==> config.mk <==
export PLATFORM = sky130hd
export DESIGN_NAME = dmi_host_bridge
export DESIGN_NICKNAME = d
export VERILOG_FILES = /design/src/rtl/dmi_host_bridge.sv
export SDC_FILE = /design/constraint.sdc
export NUM_CORES = 1
export LEC_CHECK = 0
export ABC_AREA = 1
export CAP_MARGIN = 20
export CORE_MARGIN = 3
export CORE_UTILIZATION = 49
export DETAILED_ROUTE_END_ITERATION = 6
export GPL_TIMING_DRIVEN = 1
export PLACE_DENSITY_LB_ADDON = 0.08
export SLEW_MARGIN = 20
export SYNTH_ARGS = -nofsm -noshare
export SYNTH_HDL_FRONTEND = slang
export SYNTH_SLANG_ARGS = --single-unit
==> constraint.sdc <==
create_clock -name uncoreclk -period 10.48 [get_ports uncoreclk]
set_input_delay 2.096 -clock uncoreclk [delete_from_list [all_inputs] [get_ports uncoreclk]]
set_output_delay 2.096 -clock uncoreclk [all_outputs]
set_load 0.03 [all_outputs]
==> src/rtl/dmi_host_bridge.sv <==
// Host-side sequencer for the core debug port: one command in flight, automatic BUSY retry
// with backoff, response timeout with stale-response drain, one result per command.
module dmi_host_bridge #(
    parameter int ADDR_W    = 5,
    parameter int DATA_W    = 34,
    parameter int MAX_RETRY = 8,
    parameter int BACKOFF   = 16,
    parameter int TIMEOUT   = 1024
) (
    input  logic              uncoreclk,
    input  logic              uncorerst,
    input  logic              cmd_valid,
    output logic              cmd_ready,
    input  logic [ADDR_W-1:0] cmd_addr,
    input  logic [1:0]        cmd_op,
    input  logic [DATA_W-1:0] cmd_data,
    output logic              rsp_valid,
    input  logic              rsp_ready,
    output logic [1:0]        rsp_resp,
    output logic [DATA_W-1:0] rsp_data,
    output logic              rsp_timeout,
    output logic [7:0]        rsp_tries,
    output logic              io_debug_req_valid,
    input  logic              io_debug_req_ready,
    output logic [ADDR_W-1:0] io_debug_req_bits_addr,
    output logic [1:0]        io_debug_req_bits_op,
    output logic [DATA_W-1:0] io_debug_req_bits_data,
    input  logic              io_debug_resp_valid,
    output logic              io_debug_resp_ready,
    input  logic [1:0]        io_debug_resp_bits_resp,
    input  logic [DATA_W-1:0] io_debug_resp_bits_data,
    output logic              busy
);
    localparam logic [2:0] S_IDLE    = 3'd0;
    localparam logic [2:0] S_REQ     = 3'd1;
    localparam logic [2:0] S_WAIT    = 3'd2;
    localparam logic [2:0] S_BACKOFF = 3'd3;
    localparam logic [2:0] S_DONE    = 3'd4;

    localparam int TMO_W = $clog2(TIMEOUT + 1);
    localparam int BO_W  = $clog2(BACKOFF + 1);
    localparam logic [TMO_W-1:0] TMO_LAST  = TMO_W'(TIMEOUT - 1);
    localparam logic [BO_W-1:0]  BO_LAST   = BO_W'(BACKOFF - 1);
    localparam logic [7:0]       RETRY_LIM = 8'(MAX_RETRY);

    typedef struct packed {
        logic [ADDR_W-1:0] addr;
        logic [1:0]        op;
        logic [DATA_W-1:0] data;
    } dbg_req_t;

    logic [2:0]        state;
    dbg_req_t          req_q;
    logic [7:0]        tries;
    logic [TMO_W-1:0]  tmo_cnt;
    logic [BO_W-1:0]   bo_cnt;
    logic              drain;
    logic [1:0]        resp_q;
    logic [DATA_W-1:0] data_q;
    logic              timeout_q;

    logic cmd_fire, req_fire, resp_fire;

    assign cmd_ready           = (state == S_IDLE) && !drain;
    assign io_debug_req_valid  = (state == S_REQ);
    assign io_debug_resp_ready = (state == S_WAIT) || drain;
    assign rsp_valid           = (state == S_DONE);
    assign busy                = (state != S_IDLE);

    assign io_debug_req_bits_addr = req_q.addr;
    assign io_debug_req_bits_op   = req_q.op;
    assign io_debug_req_bits_data = req_q.data;

    assign rsp_resp    = resp_q;
    assign rsp_data    = data_q;
    assign rsp_timeout = timeout_q;
    assign rsp_tries   = tries;

    assign cmd_fire  = cmd_valid && cmd_ready;
    assign req_fire  = io_debug_req_valid && io_debug_req_ready;
    assign resp_fire = io_debug_resp_valid && io_debug_resp_ready;

    always_ff @(posedge uncoreclk or posedge uncorerst) begin
        if (uncorerst) begin
            state     <= S_IDLE;
            req_q     <= '0;
            tries     <= '0;
            tmo_cnt   <= '0;
            bo_cnt    <= '0;
            drain     <= 1'b0;
            resp_q    <= '0;
            data_q    <= '0;
            timeout_q <= 1'b0;
        end else begin
            // A stale response after a timeout is swallowed outside WAIT.
            if (drain && resp_fire && state != S_WAIT)
                drain <= 1'b0;
            case (state)
                S_IDLE: begin
                    if (cmd_fire) begin
                        req_q <= '{addr: cmd_addr, op: cmd_op, data: cmd_data};
                        tries <= '0;
                        state <= S_REQ;
                    end
                end
                S_REQ: begin
                    if (req_fire) begin
                        tries   <= (tries == 8'hFF) ? tries : tries + 8'd1;
                        tmo_cnt <= '0;
                        state   <= S_WAIT;
                    end
                end
                S_WAIT: begin
                    // A response in the expiry cycle takes priority over the timeout.
                    if (resp_fire) begin
                        if (io_debug_resp_bits_resp == 2'd3 && tries <= RETRY_LIM) begin
                            bo_cnt <= '0;
                            state  <= S_BACKOFF;
                        end else begin
                            resp_q    <= io_debug_resp_bits_resp;
                            data_q    <= io_debug_resp_bits_data;
                            timeout_q <= 1'b0;
                            state     <= S_DONE;
                        end
                    end else if (tmo_cnt == TMO_LAST) begin
                        resp_q    <= 2'd2;
                        data_q    <= '0;
                        timeout_q <= 1'b1;
                        drain     <= 1'b1;
                        state     <= S_DONE;
                    end else begin
                        tmo_cnt <= tmo_cnt + 1'b1;
                    end
                end
                S_BACKOFF: begin
                    if (bo_cnt == BO_LAST) state <= S_REQ;
                    else                   bo_cnt <= bo_cnt + 1'b1;
                end
                S_DONE: begin
                    if (rsp_ready) state <= S_IDLE;
                end
                default: state <= S_IDLE;
            endcase
        end
    end
endmodule

### Word-level counts from Yosys, hierarchy flattened

Cells that the tools add are included.

| cells by class | value |
|---|---|
| add/sub/neg operators | 3 |
| $lt $le $gt $ge | 1 |
| equality and inequality tests | 21 |
| mux-type cells | 33 |
| reduce and logical (&&, ||, !) cells | 21 |

Operators by type and width:

| operator | number |
|---|---|
| 34-bit 2-to-1 mux | 3 |
| 11-bit 2-to-1 mux | 3 |
| 8-bit 2-to-1 mux | 3 |
| 11-bit one-hot mux with 2 select lines | 1 |
| 3-bit 2-to-1 mux | 7 |
| 2-bit != test, second input constant | 8 |
| 8-bit one-hot mux with 2 select lines | 1 |
| 5-bit 2-to-1 mux | 3 |
| 3-bit one-hot mux with 5 select lines | 1 |
| 4-bit AND reduction | 3 |
| 11-bit by 1-bit adder with 11-bit output, second input constant | 1 |
| 11-bit by 10-bit equality test with 1-bit output, second input constant | 1 |
| 5-bit one-hot mux with 2 select lines | 1 |
| 8-bit by 1-bit adder with 8-bit output, second input constant | 1 |
| 8-bit equality test, second input constant | 1 |
| 8-bit by 4-bit <= comparator with 1-bit output, second input constant | 1 |
| 2-bit nonzero test | 4 |
| 1-bit logical AND | 7 |
| 1-bit 2-to-1 mux | 7 |
| 3-bit by 2-bit equality test with 1-bit output, second input constant | 2 |
| 2-bit 2-to-1 mux | 3 |
| 2-bit by 1-bit != test with 1-bit output, second input constant | 3 |
| 3-bit by 2-bit != test with 1-bit output, second input constant | 2 |
| 5-bit by 1-bit adder with 5-bit output, second input constant | 1 |
| other kinds (11) | 11 |

| word-level totals | value |
|---|---|
| register bits after elaboration | 106 |
| input bits | 83 |
| output and inout bits | 91 |
| logic and storage cells | 90 |

### Depth between registers and ports, before layout

| logic depth | value |
|---|---|
| depth in word-level cells | 9 |
| gate-level depth with buffers | 12 |
| gate-level depth less buffers | 12 |

### Least setup slack after synthesis

Ideal clock, no wire load.

| timing path | value |
|---|---|
| path kind | register to output |
| from | register state[1] |
| to | output port cmd_ready |
| arrival | 1.377 ns |
| data required time | 8.384 ns |
| slack | 7.007 ns |
| stages on the path, launching flop included | 5 |
| cells stage by stage | dfrtp_1 -> nor2_2 -> nand2_1 -> nor2_2 -> buf_2 |

| between the ends | value |
|---|---|
| word-level cells in the longest chain between the ends | 2 |

Ends and longest elaborated chain:

| what | RTL line | text |
|---|---|---|
| start, declared | 52 | `logic [2:0] state;` |
| start signal, assigned | 85 | `state <= S_IDLE;` |
| start signal, assigned | 103 | `state <= S_REQ;` |
| start signal, assigned | 110 | `state <= S_WAIT;` |
| 3-bit zero test | 64 | `assign cmd_ready = (state == S_IDLE) && !drain;` |
| 1-bit logical AND | 64 |  |
| end, declared | 13 | `output logic cmd_ready,` |

No other way between the ends.

### Worst setup path after layout

Ends and elaborated chain as after synthesis.

==> results_dict.tcl <==
set metrics [dict create \
    status "finished clean" \
    final_layout_size_suffix_gt1_frac 0.0829 \
    place_congestion 0.849 \
    grt_pass1_vias 4398 \
    synthesis.nets 691 \
    post_cts_resize_count 0 \
    rows 35 \
    antenna_found_initial 0 \
    place_area_sq_mm 0.00672 \
    postCtsHoldBufs 0 \
    cp_data_required_time_ns 8.38 \
    hold_viol 0 \
    cts-root-buf "clkbuf_8" \
    clock_latency_ns 0.36 \
    period_share 0.435 \
    clock_skew_ns 0.00919 \
    max_cap_viol_count 0 \
    synth_edf_count 0 \
    instances_no_fill 901 \
    slew_headroom 0.407 \
    crit_path_start_kind "flop" \
    tns_ns 0 \
    synth_cells 603 \
    synth_top_cell_by_area "dfrtp_1" \
    ys_top_cells_by_count "nand2_1, dfrtp_1, nand3_1" \
    whs_path_depth 2 \
    fillers 780 \
    cts_made_buffers 9 \
    synth.avg_cell_area_sq_um 8.18 \
    endpoint_kind "output port" \
    num_antenna_cells 0 \
    irDropWorstVdd_mv 0.155 \
    worst_pin_slew_ns 0.887 \
    worstHoldPathType "flop to flop" \
    worst_ep_arrival_time_ns 2.46 \
    ys.flop_type "dfrtp_1" \
    worstRegToRegCells 10 \
    synth.most_common_cell "nand2_1" \
    synth-seq-cells 106 \
    min_to "io_debug_req_bits_data[2]" \
    coreArea_sq_mm 0.00950 \
    netlist_area_sq_mm 0.00493 \
    rr_startpoint "rsp_tries[0]" \
    clkTransAtPathRegs_ns 0.10 \
    min_from "io_debug_req_bits_data[2]" \
    timing.rr.end "rsp_data[18]" \
    r2r_setup_slack_ns 7.66 \
    grt-ovfl-total 0 \
    startpoint "state[1]" \
    yosys_warnings 0 \
    start_util 0.519 \
    die_area_sq_mm 0.0113 \
    async_flop_share 1.00 \
    final_util 0.730 \
    num_vias 4520 \
    cts_sinks 106 \
    max_freq_mhz 219 \
    hpwl_microns 9180 \
    nets 855 \
    setup_viol 0 \
    synth_cell_types 27 \
    grtUsageTotal 0.231 \
    worst-setup-path-type "flop to output port" \
    htree_levels 3 \
    rsz0062_at_grt "no" \
    pin_count 174 \
    totalWireLength_microns 12800 \
    synthToLayoutAreaGrowth_pct 40.6 \
    vias_per_cell 5.02 \
    worstPathMaxFanout 43 \
    wl_per_cell_microns 14.2 \
    p_leak_nw 3.31 \
    holdWs_ns 0.476 \
    cts_tree "done" \
    slew_viol_final 0 \
    ant_nets 0 \
    die_w_microns 106 \
    grt_max_degree 69 \
    synth_top_area_share 0.538 \
    ys_seq_area_frac 0.538 \
    io_buffer_count 173 \
    final_cell_area_sq_mm 0.00693 \
    postCtsSetupRepairBufs 0 \
    die_h_microns 106 \
    synth.area.top_cells "dfrtp_1, nand2_1, nand3_1, nand2_2, nor2_1" \
    dr.pass1.iters 4 \
    placedCellCount 885 \
    clk_path_buf_depth 2 \
    power_per_cell_area_mw_per_mm2 288 \
    grt_pass1_wl_microns 21300 \
    drt_iter0_markers 225 \
    drc 0 \
    fin_crit_ns 4.56 \
]
-- stage by stage --
| step | setup WS, ns | power (mW) |
|---|---|---|
| 2_1_floorplan | 5.60 | 1.31 |
| 3_3_place_gp | 5.81 | 1.73 |
| 3_5_place_dp | 5.68 | 1.75 |
| 4_1_cts | 5.91 | 2.02 |
| 5_1_grt | 5.76 | 2.13 |
| 6_report | 5.92 | 2.00 |
-- critical path, cell delays in order, from the launching register on --
cell	delay (ns)
dfrtp_1	0.49
nor2_2	0.19
nand2_1	0.16
nor2_2	0.12
buf_4	0.38
clkdlybuf4s50_1	0.75
-- where the power goes --
group / switching, mW / internal [mW] / total, mW
Combinational: 0.654 / 0.409 / 1.06
Clock: 0.138 / 0.125 / 0.263
Sequential: 0.104 / 0.570 / 0.674
-- final cells by class --
| class | count | area, sq um | share of cell area |
|---|---|---|---|
| multi-input combinational | 440 | 2020 | 0.291 |
| clock buffer | 11 | 151 | 0.0218 |
| sequential | 106 | 2650 | 0.383 |
| clock inverter | 5 | 60.1 | 0.00866 |
| timing repair buffer | 178 | 1770 | 0.255 |
| inverter | 32 | 123 | 0.0177 |
| tap | 129 | 161 | 0.0233 |
-- logic make-up after synthesis --
kind of cell / Yosys count / synth area share
fa+ha+maj: 5 / 0.0127
xor+xnor: 7 / 0.0124
flops: 106 / 0.538
simple gates: 410 / 0.364
compound gates: 18 / 0.0195
buf+inv: 57 / 0.0530
-- cells in the final DEF (no fill, tap or decap), types with 3 or more instances in the layout --
master,synthesis,routed
nand2_1,234,234
clkdlybuf4s50_1,0,173
dfrtp_1,106,106
nand3_1,101,101
nor2_1,29,29
inv_1,25,24
nand2_2,23,23
clkbuf_8,0,11
inv_2,7,7
xor2_1,7,7
o21ai_0,6,6
o21ai_1,6,6
nor3_1,6,6
nor2_2,5,5
ha_1,5,5
buf_4,1,5
or2_2,4,4
a21oi_1,3,3
nand3b_1,3,3
-- state kept, by name, summed over array words and instances (netlist names), 2 cells and up --
name,flops
io_debug_req_bits_addr,5
rsp_resp,2
rsp_tries,8
bo_cnt,5
io_debug_req_bits_data,34
rsp_data,34
tmo_cnt,11
io_debug_req_bits_op,2
state,3
-- how the worst max path moves through the flow --
stage	end	slack, ns
after floorplan	bo_cnt[0]	5.60
after global placement	rsp_resp[0]	5.81
after detailed placement	rsp_data[18]	5.68
after CTS	cmd_ready	5.91
after global routing	rsp_data[18]	5.76
final	cmd_ready	5.92
-- metal layers --
layer | routed length [microns] | track usage
met4 | 275 | 0.0851
met3 | 658 | 0.0358
met2 | 6410 | 0.388
met1 | 5420 | 0.304
met5 | 0 | 0
Power figures use the tool's default switching activity.
